[config.mk]
export PLATFORM = sky130hd
export DESIGN_NAME = lego_sa_sequencer
export DESIGN_NICKNAME = d
export VERILOG_FILES = /design/src/rtl/lego_sa_sequencer.sv
export SDC_FILE = /design/constraint.sdc
export NUM_CORES = 1
export LEC_CHECK = 0
export ABC_AREA = 1
export BUFFER_PORTS_ARGS = -buffer_cell sky130_fd_sc_hd__buf_2
export CAP_MARGIN = 20
export CORE_MARGIN = 5
export CORE_UTILIZATION = 50
export DETAILED_ROUTE_END_ITERATION = 6
export GPL_TIMING_DRIVEN = 0
export MAX_ROUTING_LAYER = met4
export PLACE_DENSITY = 0.74
export SETUP_SLACK_MARGIN = 0.1
export SYNTH_ARGS = -nofsm -noshare
export SYNTH_HDL_FRONTEND = slang
export SYNTH_SLANG_ARGS = --single-unit
[constraint.sdc]
create_clock -name clk -period 2.2 [get_ports clk]
set_input_delay 0.44 -clock clk [delete_from_list [all_inputs] [get_ports clk]]
set_output_delay 0.44 -clock clk [all_outputs]
set_load 0.02 [all_outputs]
[src/rtl/lego_sa_sequencer.sv]
// -----------------------------------------------------------------------------
// lego_sa_sequencer
//
// This module sequences one systolic-array run. A run is made of one or more
// weight tiles. Each tile goes through three phases:
//   LOAD_W : ARR_N cycles of weight shifting. w_addr counts the rows.
//            psum_clr pulses in the first cycle.
//   STREAM : offers activation beats. A beat counts only when
//            act_valid && act_ready. This phase is skipped when n_act == 0.
//   DRAIN  : 2*ARR_N-1 cycles that flush the partial sums.
// After the last tile there is a one-cycle DONE state, then the block returns
// to IDLE.
//
// Parameters
//   ARR_N        systolic array dimension (must be >= 2)
//   CNT_W        width of the length and tile counters
//
// Ports
//   clk          rising-edge clock
//   rst_n        asynchronous active-low reset
//   start        run request, sampled only in IDLE
//   abort        synchronous cancel; forces IDLE on the next edge
//   cfg_n_act    activation beats per tile (latched when start is accepted)
//   cfg_n_tiles  weight tiles per run (latched when start is accepted)
//   act_ready    the activation feeder can accept a beat
//   busy         high in LOAD_W, STREAM and DRAIN
//   done         one-cycle completion pulse (DONE state)
//   w_load_en    weight shift enable
//   w_addr       weight row index in LOAD_W, 0 otherwise
//   act_valid    activation beat offered (STREAM)
//   drain_en     partial-sum drain enable (DRAIN)
//   psum_clr     accumulator clear, first LOAD_W cycle of each tile
//   tile_idx     current tile number, 0-based; holds after DONE
//   phase        IDLE=0, LOAD_W=1, STREAM=2, DRAIN=3, DONE=4
//   perf_cycles  busy-cycle counter
//
// Build option
//   LEGO_SEQ_PERF_CNT_EN  when defined, perf_cycles is a saturating count of
//                         busy cycles. It clears when start is accepted and
//                         holds after done or abort. When undefined,
//                         perf_cycles is tied to 0.
// -----------------------------------------------------------------------------
module lego_sa_sequencer #(
  parameter int ARR_N = 16,
  parameter int CNT_W = 8
) (
  input  logic                     clk,
  input  logic                     rst_n,
  input  logic                     start,
  input  logic                     abort,
  input  logic [CNT_W-1:0]         cfg_n_act,
  input  logic [CNT_W-1:0]         cfg_n_tiles,
  input  logic                     act_ready,
  output logic                     busy,
  output logic                     done,
  output logic                     w_load_en,
  output logic [$clog2(ARR_N)-1:0] w_addr,
  output logic                     act_valid,
  output logic                     drain_en,
  output logic                     psum_clr,
  output logic [CNT_W-1:0]         tile_idx,
  output logic [2:0]               phase,
  output logic [15:0]              perf_cycles
);

  localparam int AW = $clog2(ARR_N);
  // One cycle counter is shared by LOAD_W (ARR_N cycles) and DRAIN
  // (2*ARR_N-1 cycles), so it is sized for the longer of the two.
  localparam int CW = $clog2(2 * ARR_N);
  localparam logic [CW-1:0] LOAD_LAST  = CW'(ARR_N - 1);
  localparam logic [CW-1:0] DRAIN_LAST = CW'(2 * ARR_N - 2);

  typedef enum logic [2:0] {
    IDLE   = 3'd0,
    LOAD_W = 3'd1,
    STREAM = 3'd2,
    DRAIN  = 3'd3,
    DONE   = 3'd4
  } state_e;

  state_e           state_q, state_d;
  logic [CW-1:0]    cyc_q, cyc_d;
  logic [CNT_W-1:0] beat_q, beat_d;
  logic [CNT_W-1:0] n_act_q, n_act_d;
  logic [CNT_W-1:0] n_tiles_q, n_tiles_d;
  logic [CNT_W-1:0] tile_q, tile_d;

  logic start_acc;
  logic more_tiles;

  // Abort has priority over start in IDLE.
  assign start_acc = (state_q == IDLE) && start && !abort;

  // The compare uses one extra bit so that tile_q+1 cannot wrap
  // when n_tiles is at its maximum value.
  assign more_tiles = (({1'b0, tile_q} + (CNT_W + 1)'(1)) < {1'b0, n_tiles_q});

  // ---------------------------------------------------------------------------
  // Next-state logic
  // ---------------------------------------------------------------------------
  always_comb begin
    state_d   = state_q;
    cyc_d     = cyc_q;
    beat_d    = beat_q;
    n_act_d   = n_act_q;
    n_tiles_d = n_tiles_q;
    tile_d    = tile_q;

    unique case (state_q)
      IDLE: begin
        if (start_acc) begin
          n_act_d   = cfg_n_act;
          n_tiles_d = cfg_n_tiles;
          tile_d    = '0;
          cyc_d     = '0;
          beat_d    = '0;
          state_d   = (cfg_n_tiles == '0) ? DONE : LOAD_W;
        end
      end

      LOAD_W: begin
        if (cyc_q == LOAD_LAST) begin
          cyc_d   = '0;
          beat_d  = '0;
          state_d = (n_act_q == '0) ? DRAIN : STREAM;
        end else begin
          cyc_d = cyc_q + CW'(1);
        end
      end

      STREAM: begin
        if (act_ready) begin
          if (beat_q == n_act_q - CNT_W'(1)) begin
            beat_d  = '0;
            cyc_d   = '0;
            state_d = DRAIN;
          end else begin
            beat_d = beat_q + CNT_W'(1);
          end
        end
      end

      DRAIN: begin
        if (cyc_q == DRAIN_LAST) begin
          cyc_d = '0;
          if (more_tiles) begin
            tile_d  = tile_q + CNT_W'(1);
            state_d = LOAD_W;
          end else begin
            state_d = DONE;
          end
        end else begin
          cyc_d = cyc_q + CW'(1);
        end
      end

      DONE: begin
        state_d = IDLE;
      end

      default: begin
        state_d = IDLE;
      end
    endcase

    // Abort overrides every transition above. It also clears the
    // per-run counters, so the block comes back quiet.
    if (abort && (state_q != IDLE)) begin
      state_d = IDLE;
      cyc_d   = '0;
      beat_d  = '0;
      tile_d  = '0;
    end
  end

  // ---------------------------------------------------------------------------
  // State registers
  // ---------------------------------------------------------------------------
  always_ff @(posedge clk or negedge rst_n) begin
    if (!rst_n) begin
      state_q   <= IDLE;
      cyc_q     <= '0;
      beat_q    <= '0;
      n_act_q   <= '0;
      n_tiles_q <= '0;
      tile_q    <= '0;
    end else begin
      state_q   <= state_d;
      cyc_q     <= cyc_d;
      beat_q    <= beat_d;
      n_act_q   <= n_act_d;
      n_tiles_q <= n_tiles_d;
      tile_q    <= tile_d;
    end
  end

  // ---------------------------------------------------------------------------
  // Outputs
  // The outputs are decoded only from registered state. Because of this,
  // reset drives them low at once, and at most one enable can be high.
  // ---------------------------------------------------------------------------
  always_comb begin
    busy      = (state_q == LOAD_W) || (state_q == STREAM) || (state_q == DRAIN);
    done      = (state_q == DONE);
    w_load_en = (state_q == LOAD_W);
    w_addr    = (state_q == LOAD_W) ? cyc_q[AW-1:0] : '0;
    act_valid = (state_q == STREAM);
    drain_en  = (state_q == DRAIN);
    psum_clr  = (state_q == LOAD_W) && (cyc_q == '0);
    tile_idx  = tile_q;
    phase     = state_q;
  end

`ifdef LEGO_SEQ_PERF_CNT_EN
  logic [15:0] perf_q, perf_d;

  always_comb begin
    perf_d = perf_q;
    if (start_acc) begin
      perf_d = '0;
    end else if (busy && (perf_q != '1)) begin
      perf_d = perf_q + 16'd1;
    end
  end

  always_ff @(posedge clk or negedge rst_n) begin
    if (!rst_n) begin
      perf_q <= '0;
    end else begin
      perf_q <= perf_d;
    end
  end

  assign perf_cycles = perf_q;
`else
  assign perf_cycles = '0;
`endif

endmodule

==> flow_summary.toml, run 1 <==
[run_status]
status = "finished with violations"
violations = "setup timing"

[global_route]
first_global_vias = 2468
grt_remaining_overflow = 0
antenna_found_initial = 0
grt_max_degree = 41
grt_pass1_wl_um = 10900
track_usage_pct = 18.8

[sta]
hold_violations = 0
worst_slack_ns = -0.182
fin_worst_skew_ns = 0.00771
period_share_pct = 108
rsz0062_at_grt = "yes"
setup_viol = 10
drv_slew = 0
slew_headroom_pct = 39.6
fmax_mhz = 420
fin_crit_ns = 2.38
tightest_slew_ns = 0.906

[synth]
synth-adder-area-share_pct = 6.49
synth_top_family_by_area = "simple AND/OR/NAND/NOR gates"
synth_compound_area_share_pct = 8.87
synth-simple-area-share_pct = 31.2
synth-seq-area-share_pct = 34.6
synth_area_um2 = 2890
netlist_instances = 391
synthXorXnorAreaFrac_pct = 6.36
synth.top_cell.area_share_pct = 34.6
synth_cell_types = 39
ys_warn_count = 0
avgSynthCellArea_um2 = 7.40
synth_area_leaders = "dfrtp_1, nand2_1, ha_1"
synth-seq-cells = 40
synth_area_leader_cell = "dfrtp_1"
synthMuxAreaShare_pct = 0

[detailed_routing]
wl_um = 6530
vias_per_cell = 4.81
ant_nets = 0
drt-initial-drc-count = 143
drc = 0
drt-wirelength-per-cell_um = 12.3
drtPass1Iterations = 4
num_vias = 2563

[floorplan]
start_util_pct = 51.9
core_area_um2 = 5570
die_w_um = 86.0
boundaryPins = 58
die_h_um = 86.0
rows = 27
dieArea_um2 = 7400

[worst_hold_path]
hp-class = "input port to async pin"

[clock_network]
clock_latency_ns = 0.30
cts-htree-levels = 2
cts_hold_buffers = 0
cts_buffer_depth = 2
numCtsBuffers = 5
cts_root_buf = "clkbuf_8"
clk_pin_slew_ns = 0.09
cts_tree = "done"
clock-sinks = 40

[setup_path]
cp_top_family = "simple AND/OR/NAND/NOR gates"
required_ns = 2.39
worstPathArrival_ns = 2.57
worstSetupPathType = "flip-flop to flip-flop"
max_stage_delay_ns = 0.42
setup.worst_path.start_class = "flip-flop"
path_cells = "ha_4 > nand2_4 > nor2_4 > nand3_2 > xor2_2 > ha_1 > a21o_1 > nand3_1 > nand2_1 > nor2_2 > nand3_2 > nand2_2 > nand2_4 > buf_8 > nand2_1 > o21ai_2"
path_max_fanout = 8
cpMaxStageDelayCell = "dfrtp_2"
cp_num_buf_inv = 1
crit_path_end_kind = "flip-flop"

[final_layout]
design_area_um2 = 3470
fill_cells = 512
antenna_cells = 0
synthToLayoutAreaGrowth_pct = 20.0
finalNetCount = 496
layout-drive-gt1-share_pct = 27.3

[placement]
port_buffers = 41
place.gp.congestion = 0.838
place_hpwl_um = 4980
dpl_cell_area_um2 = 3270

[pwr]
powerDensity_nw_per_um2 = 968
p_leak_nw = 1.88
p_seq_share_pct = 32.0
power_w = 0.00336
netSwitchingPower_w = 0.00157
p_sw_share_pct = 46.9
p_int_w = 0.00178
peakVddDrop_mv = 0.696
pwr-share-clk_pct = 15.3
combPwrFrac_pct = 52.7

[run]
cap_viol_max_count = 0
worst paths after layout:
| check | slack, ns | startpoint | endpoint | cells past startpoint |
|---|---|---|---|---|
| setup / recovery | -0.18 | tile_idx[0] | tile_idx[5] | 16 |
| hold / removal | 0.26 | rst_n | n_tiles_q[6] | 1 |
| setup reg to reg | -0.18 | tile_idx[0] | tile_idx[5] | 16 |
| hold reg to reg | 0.51 | cyc_q[3] | cyc_q[3] | 2 |
| max in group asynchronous | 1.31 | rst_n | tile_idx[0] | 1 |
| min in group clk | 0.35 | cfg_n_act[2] | n_act_q[2] | 3 |
power groups by stage:
stage          combinational (W)  clock (W)  sequential (W)
6_report                 0.00177   0.000514         0.00107
5_1_grt                  0.00199   0.000573         0.00109
4_1_cts                  0.00168   0.000530         0.00107
3_5_place_dp             0.00166          0         0.00109
3_3_place_gp             0.00161          0         0.00108
2_1_floorplan            0.00128          0         0.00106
sequential cells by signal, indices dropped and copies added (netlist names):
name	cells
tile_idx	8
n_act_q	8
beat_q	8
cyc_q	5
n_tiles_q	8
phase	3
cell usage after synthesis:
| master | number |
|---|---|
| a211oi_1 | 1 |
| a21o_1 | 2 |
| a21oi_1 | 5 |
| a21oi_2 | 1 |
| a21oi_4 | 1 |
| a22oi_1 | 1 |
| a31oi_4 | 1 |
| and3_1 | 1 |
| buf_2 | 1 |
| buf_4 | 17 |
| buf_6 | 1 |
| clkbuf_1 | 2 |
| conb_1 | 1 |
| dfrtp_1 | 40 |
| ha_1 | 15 |
| inv_1 | 48 |
| inv_2 | 7 |
| nand2_1 | 106 |
| nand2_2 | 7 |
| nand2_4 | 1 |
| nand2b_1 | 1 |
| nand3_1 | 27 |
| nand3_2 | 1 |
| nand3b_1 | 1 |
| nand4_1 | 2 |
| nor2_1 | 38 |
| nor2_2 | 5 |
| nor2_4 | 1 |
| nor3_1 | 4 |
| nor3_2 | 1 |
| nor3_4 | 1 |
| nor3b_1 | 1 |
| nor4_2 | 2 |
| o21ai_0 | 16 |
| o21ai_1 | 1 |
| o21ai_2 | 8 |
| or2_2 | 1 |
| xnor2_1 | 5 |
| xor2_1 | 16 |
through the flow:
step,setup TNS [ns],cells,hold slack (ns),setup slack (ns),util [%]
3_3_place_gp,-1.43,519,0.490,-0.223,58.7
2_1_floorplan,-0.508,406,0.144,-0.114,-
4_1_cts,-1.01,532,0.301,-0.158,61.3
6_report,-1.37,533,0.264,-0.182,62.2
5_1_grt,-2.77,533,0.338,-0.313,62.2
3_5_place_dp,-1.40,519,0.487,-0.216,58.7
what timing repair did:
action	4_1_cts	5_1_grt
pin swaps	1	0
endpoints found under the setup margin	10	24
cloned	0	1
gates resized for setup	4	6
setup buffers	6	0
kinds of logic after synthesis:
group | Yosys count
xor gates and xnor gates | 21
other | 1
adders and majority gates | 15
and+or+nand+nor | 201
AOI/OAI and AO/OA | 37
buffers and inverters | 76
DFF | 40
area by class of cell:
cell class              instances  area, um^2  area share [%]
multi-input cells             290        1650            47.6
flip-flops and latches         40        1000            29.0
repair buffers                 47         268            7.72
inverters                      55         206            5.95
plain buffers                  21         155            4.47
well taps                      72        90.1            2.60
clock buffers                   5        68.8            1.98
clock inverters                 3        23.8           0.685
layer usage:
| layer | track usage (%) | up-vias | routed length, um |
|---|---|---|---|
| met1 | 24.2 | 1167 | 3030 |
| met5 | - | - | 0 |
| met2 | 30.0 | 63 | 3090 |
| li1 | - | 1324 | - |
| met4 | 6.04 | 0 | 110 |
| met3 | 3.07 | 9 | 304 |
cell usage in the layout (no fill, tap or decap), types with 2 or more instances in the layout:
cell type	instances
clkinvlp_4	2
buf_4	22
nor3_1	3
xor2_1	15
nand4_1	2
a21oi_1	4
nor3_2	2
o21ai_2	8
nand2_4	3
nor2_1	38
conb_1	16
dfrtp_2	3
ha_1	13
nand2_1	103
nand3_1	24
nand2_2	8
nor2_2	5
xnor2_1	5
nand3_2	4
inv_2	7
clkbuf_8	5
a21oi_2	2
a21o_1	2
inv_1	48
clkbuf_1	2
dfrtp_1	37
buf_2	42
o21ai_0	16
nor4_2	2
(Power assumes the default switching activity.)
==> run 2: changes to the inputs <==
--- a/config.mk
+++ b/config.mk
@@ -5,7 +5,6 @@
 export SDC_FILE = /design/constraint.sdc
 export NUM_CORES = 1
 export LEC_CHECK = 0
-export ABC_AREA = 1
 export BUFFER_PORTS_ARGS = -buffer_cell sky130_fd_sc_hd__buf_2
 export CAP_MARGIN = 20
 export CORE_MARGIN = 5
@@ -13,7 +12,7 @@
 export DETAILED_ROUTE_END_ITERATION = 6
 export GPL_TIMING_DRIVEN = 0
 export MAX_ROUTING_LAYER = met4
-export PLACE_DENSITY = 0.74
+export PLACE_DENSITY = 0.75
 export SETUP_SLACK_MARGIN = 0.1
 export SYNTH_ARGS = -nofsm -noshare
 export SYNTH_HDL_FRONTEND = slang
==> flow_summary.toml, run 2 <==
[global_route]
first_global_vias = 2305
grt_max_degree = 41
track_usage_pct = 18.5
grt_remaining_overflow = 0
antenna_found_initial = 0
grt_pass1_wl_um = 10500

[final_layout]
layout_commonest_cell = "buf_2"
multi_input_area_um2 = 1730
layout-drive-gt1-share_pct = 41.0
mostFrequentLayoutCells = "buf_2, buf_4, dfrtp_1, nand3_1, inv_1"
synthToLayoutAreaGrowth_pct = 32.8
post-route-util_pct = 67.1
fill_cells = 443
finalNetCount = 425
ff_latch_area_um2 = 1010
antenna_cells = 0

[clock_network]
cts_root_buf = "clkbuf_8"
clk_pin_slew_ns = 0.08
clock-sinks = 40
clock_latency_ns = 0.29
cts_buffer_depth = 2
cts_tree = "done"
cts-htree-levels = 2
numCtsBuffers = 5

[synth]
synthFlopType = "dfrtp_1"
synth_area_leader_cell = "dfrtp_1"
synth-seq-cells = 40
synthXorXnorAreaFrac_pct = 5.77
synth_area_leaders = "dfrtp_1, ha_1, mux2_2"
synth-seq-area-share_pct = 36.7
avgSynthCellArea_um2 = 9.16
synth_top_family_by_area = "simple AND/OR/NAND/NOR gates"
synthMuxAreaShare_pct = 7.33
synth_compound_area_share_pct = 14.8
synth-simple-area-share_pct = 19.3
synth_cell_types = 51
synth_area_um2 = 2730
synth-adder-area-share_pct = 6.87
netlist_instances = 298
synth_edf_count = 0
ys_warn_count = 0
synth.top_cell.area_share_pct = 36.7
synth_most_common_cell = "dfrtp_1"
synth_commonest_cells = "dfrtp_1, nand2_1, nand3_1, inv_1, o21ai_0"
async_flop_share_pct = 100

[sta]
drv_slew = 0
tightest_slew_ns = 0.924
fmax_mhz = 378
rsz0062_at_grt = "yes"
fin_crit_ns = 2.64
worst_slack_ns = -0.442
hold_violations = 0
period_share_pct = 120
whs_ns = 0.280
fin_worst_skew_ns = 0.00474
slew_headroom_pct = 37.6
setup_viol = 15

[pwr]
p_leak_nw = 1.73
peakVddDrop_mv = 0.771
powerDensity_nw_per_um2 = 978

[floorplan]
die_w_um = 83.9
boundaryPins = 58
die_h_um = 83.9
start_util_pct = 50.5
dieArea_um2 = 7040
core_area_um2 = 5410
rows = 27

[setup_path]
cp_num_buf_inv = 1
max_stage_delay_ns = 0.42
cpMaxStageDelayCell = "dfrtp_2"
cp_top_family = "simple AND/OR/NAND/NOR gates"
worstSetupPathType = "flip-flop to flip-flop"
path_max_fanout = 6
required_ns = 2.38
worstPathArrival_ns = 2.82
setup.worst_path.start_class = "flip-flop"
path_cells = "and3_4 > nand3_4 > nor2_4 > xnor2_2 > ha_1 > and4_4 > o211ai_1 > nand4_1 > o31ai_4 > buf_4 > nand2_2 > a32o_1"
crit_path_end_kind = "flip-flop"

[detailed_routing]
wl_um = 6410
ant_nets = 0
drt-initial-drc-count = 149
drt-wirelength-per-cell_um = 13.9
drc = 0
drtPass1Iterations = 4
num_vias = 2454
vias_per_cell = 5.31

[run_status]
status = "finished with violations"
violations = "setup timing"

[run]
cap_viol_max_count = 0

[placement]
place_ws_ns = -0.578
place_hpwl_um = 4520
port_buffers = 41
place.gp.congestion = 0.889

[worst_hold_path]
hp-class = "input port to async pin"
==> run 2: changes by cell type after synthesis, moves of 6 or more <==
| cell | delta |
|---|---|
| o21ai_2 | -7 |
| inv_1 | -26 |
| mux2_2 | +16 |
| inv_2 | -7 |
| nor3_1 | +6 |
| nand2_2 | -7 |
| nor2_1 | -26 |
| xor2_1 | -8 |
| clkbuf_1 | +6 |
| nand2_1 | -83 |
==> run 2: logic make-up (layout without fill, tap and decap cells) <==
group / Yosys count / after routing
compound gates: 56 / 56
other cells: 1 / 16
xor+xnor: 18 / 18
buf+inv: 49 / 126
fa+ha+maj: 15 / 15
flops: 40 / 40
simple gates: 101 / 101
mux: 18 / 18
==> run 2: layer usage <==
metal | global-route usage, % | share of wire (%) | vias to the layer above
li1 | - | - | 1205
met1 | 23.6 | 45 | 1177
met4 | 4.53 | 0.97 | 0
met5 | - | 0 | -
met3 | 3.75 | 5.4 | 6
met2 | 30.2 | 49 | 66
==> run 2: where the power goes <==
part	internal [W]	leakage [nW]	switching, W
logic	0.000906	1.17	0.00102
clock network	0.000256	0.0455	0.000242
registers	0.000932	0.512	0.000184
==> run 2: worst register-to-register path, cell delays in order, from the launching register on <==
cell and delay (ns):
dfrtp_2 0.42, and3_4 0.21, nand3_4 0.10, nor2_4 0.14, xnor2_2 0.14, ha_1 0.27, and4_4 0.16, o211ai_1 0.09
nand4_1 0.19, o31ai_4 0.40, buf_4 0.19, nand2_2 0.04, a32o_1 0.19
==> run 2: through the flow <==
stage | std cells | setup TNS, ns | total power, W | instance area (um^2)
after floorplan | 313 | -2.90 | 0.00227 | 2880
after global placement | 426 | -6.83 | 0.00259 | 3170
after detailed placement | 426 | -7.92 | 0.00264 | 3170
after CTS | 453 | -4.95 | 0.00339 | 3470
after global routing | 462 | -6.76 | 0.00380 | 3630
final | 462 | -3.96 | 0.00354 | 3630
==> run 2: final cells by class <==
cell class	count	area share, %
buffer	27	5.31
multi-input combinational	224	47.8
inverter	22	2.28
clock buffer	8	2.48
sequential	40	27.8
tap	72	2.48
timing repair buffer	69	11.9
==> run 2: final timing paths <==
check                              from            to  slack, ns  cells past startpoint
setup / recovery            tile_idx[0]   tile_idx[5]      -0.44                     12
hold / removal                    rst_n     beat_q[0]       0.28                      1
setup reg to reg            tile_idx[0]   tile_idx[5]      -0.44                     12
hold reg to reg            n_tiles_q[0]  n_tiles_q[0]       0.50                      1
max in group asynchronous         rst_n   tile_idx[2]       1.30                      1
min in group clk           cfg_n_act[6]    n_act_q[6]       0.39                      2
==> run 2: repair_timing <==
item,CTS,global route
setup buffers,18,9
resized for setup,24,32
cloned,1,0
setup endpoints to repair,27,39
pin swaps,11,15
endpoints found under the hold margin,0,0
hold buffers,0,0
==> run 3: changes to the inputs <==
--- a/config.mk
+++ b/config.mk
@@ -7,12 +7,14 @@
 export LEC_CHECK = 0
 export BUFFER_PORTS_ARGS = -buffer_cell sky130_fd_sc_hd__buf_2
 export CAP_MARGIN = 20
+export CELL_PAD_IN_SITES_DETAIL_PLACEMENT = 0
+export CELL_PAD_IN_SITES_GLOBAL_PLACEMENT = 1
 export CORE_MARGIN = 5
-export CORE_UTILIZATION = 50
+export CORE_UTILIZATION = 37
 export DETAILED_ROUTE_END_ITERATION = 6
 export GPL_TIMING_DRIVEN = 0
 export MAX_ROUTING_LAYER = met4
-export PLACE_DENSITY = 0.75
+export PLACE_DENSITY = 0.74
 export SETUP_SLACK_MARGIN = 0.1
 export SYNTH_ARGS = -nofsm -noshare
 export SYNTH_HDL_FRONTEND = slang
==> flow_summary.toml, run 3 (synthesis gave the netlist of run 2 again) <==
[run_status]
status = "finished with violations"
violations = "setup timing"

[detailed_routing]
num_vias = 2422
drc = 0
wl_um = 6830
drt-initial-drc-count = 67
vias_per_cell = 4.92
drt-wirelength-per-cell_um = 13.9
ant_nets = 0
drtPass1Iterations = 4

[setup_path]
worstPathArrival_ns = 2.79
max_stage_delay_ns = 0.41
path_cells = "ha_4 > nand3_4 > nor2_4 > xor2_1 > ha_1 > and4_1 > a21oi_1 > nand4_1 > o31ai_4 > buf_4 > nand2_2 > a32o_1"
worstSetupPathType = "flip-flop to flip-flop"
endpoint = "tile_idx[5]"
timing.rr.end = "tile_idx[5]"
crit_path_end_kind = "flip-flop"
required_ns = 2.38
reg2reg_slack_ns = -0.41
r2r-start = "tile_idx[0]"
path_max_fanout = 6
startpoint = "tile_idx[0]"
setup.worst_path.start_class = "flip-flop"
cp_top_family = "compound AO/OA/AOI/OAI gates"
path_depth = 12
rr_worst_depth = 12
cpMaxStageDelayCell = "dfrtp_2"
cp_num_buf_inv = 1

[worst_hold_path]
hp-class = "input port to async pin"

[sta]
tightest_slew_ns = 0.922
drv_slew = 0
worst_slack_ns = -0.410
hold_violations = 0
period_share_pct = 119
whs_ns = 0.283
fmax_mhz = 383
setup_viol = 14
fin_worst_skew_ns = 0.00319
rsz0062_at_grt = "yes"
fin_crit_ns = 2.61
slew_headroom_pct = 38.6

[floorplan]
dieArea_um2 = 9200
die_h_um = 95.9
start_util_pct = 37.8
rows = 31
core_area_um2 = 7210
die_w_um = 95.9
boundaryPins = 58

[clock_network]
cts_hold_buffers = 0
clock_latency_ns = 0.29
numCtsBuffers = 5
cts_tree = "done"
cts_buffer_depth = 2
cts-htree-levels = 2
clk_pin_slew_ns = 0.08
clock-sinks = 40
cts_root_buf = "clkbuf_8"

[pwr]
p_leak_nw = 1.77
p_seq_share_pct = 30.7
combPwrFrac_pct = 56.3
power_w = 0.00367
p_int_w = 0.00213
pwr-share-clk_pct = 13.0
netSwitchingPower_w = 0.00154
peakVddDrop_mv = 0.397
p_sw_share_pct = 42.0
powerDensity_nw_per_um2 = 959

[global_route]
first_global_vias = 2295
track_usage_pct = 15.4
grt_remaining_overflow = 0
grt_pass1_wl_um = 10900
antenna_found_initial = 0
grt_max_degree = 41

[final_layout]
post-route-util_pct = 53.1
layout_commonest_cell = "buf_2"
synthToLayoutAreaGrowth_pct = 40.2
antenna_cells = 0
finalNetCount = 429
layout-drive-gt1-share_pct = 46.1
mostFrequentLayoutCells = "buf_2, buf_4, dfrtp_1, inv_1, nand3_1"

[placement]
place.gp.congestion = 0.807
port_buffers = 41
place_hpwl_um = 4780

[run]
cap_viol_max_count = 0
[run 3: timing repair]
item | in CTS | in global routing
hold endpoints to repair | 0 | 0
setup endpoints to repair | 28 | 38
cloned | 1 | 0
setup buffers | 17 | 17
pin swaps | 9 | 21
resized for setup | 24 | 62
[run 3: worst min-delay path by stage]
stage | to | slack [ns] | cells past startpoint
final | n_act_q[2] | 0.28 | 1
after global routing | beat_q[0] | 0.38 | 1
after CTS | n_tiles_q[0] | 0.33 | 1
after detailed placement | n_tiles_q[4] | 0.49 | 1
after global placement | n_tiles_q[1] | 0.49 | 1
after floorplan | beat_q[0] | 0.14 | 0
[run 3: area by class of cell]
class | instances | area, um^2
plain buffers | 24 | 171
clock buffers | 6 | 72.6
inverters | 22 | 82.6
multi-input cells | 224 | 1860
flip-flops and latches | 40 | 1010
fillers | 710 | 3390
well taps | 99 | 124
clock inverters | 1 | 5.00
repair buffers | 76 | 505
[run 3: power groups by stage]
stage | sequential, W | combinational [W] | clock, W
floorplan | 0.00111 | 0.00116 | 0
global placement | 0.00114 | 0.00149 | 0
detailed placement | 0.00115 | 0.00151 | 0
CTS | 0.00111 | 0.00171 | 0.000496
global route | 0.00116 | 0.00226 | 0.000520
finish | 0.00113 | 0.00207 | 0.000477
[run 3: per-stage QoR]
step	instances	cell area, um^2	setup slack [ns]	setup TNS, ns
floorplan	313	2880	-0.350	-2.90
global placement	453	3210	-0.569	-7.80
detailed placement	453	3210	-0.556	-8.10
CTS	478	3500	-0.400	-5.19
global route	492	3830	-0.572	-5.23
finish	492	3830	-0.410	-3.06
[run 3: per-layer routing]
layer  wire [um]  GRT usage, %  part of all wire, %
met5           0             -                    0
met3         241          2.19                  3.5
met4          83          3.91                  1.2
met1        3230          20.0                   47
met2        3270          25.4                   48
[run 3: worst register-to-register path, cell delays in order, from the launching register on]
cell	delay (ns)
dfrtp_2	0.41
ha_4	0.16
nand3_4	0.10
nor2_4	0.14
xor2_1	0.16
ha_1	0.25
and4_1	0.19
a21oi_1	0.13
nand4_1	0.18
o31ai_4	0.36
buf_4	0.19
nand2_2	0.04
a32o_1	0.19
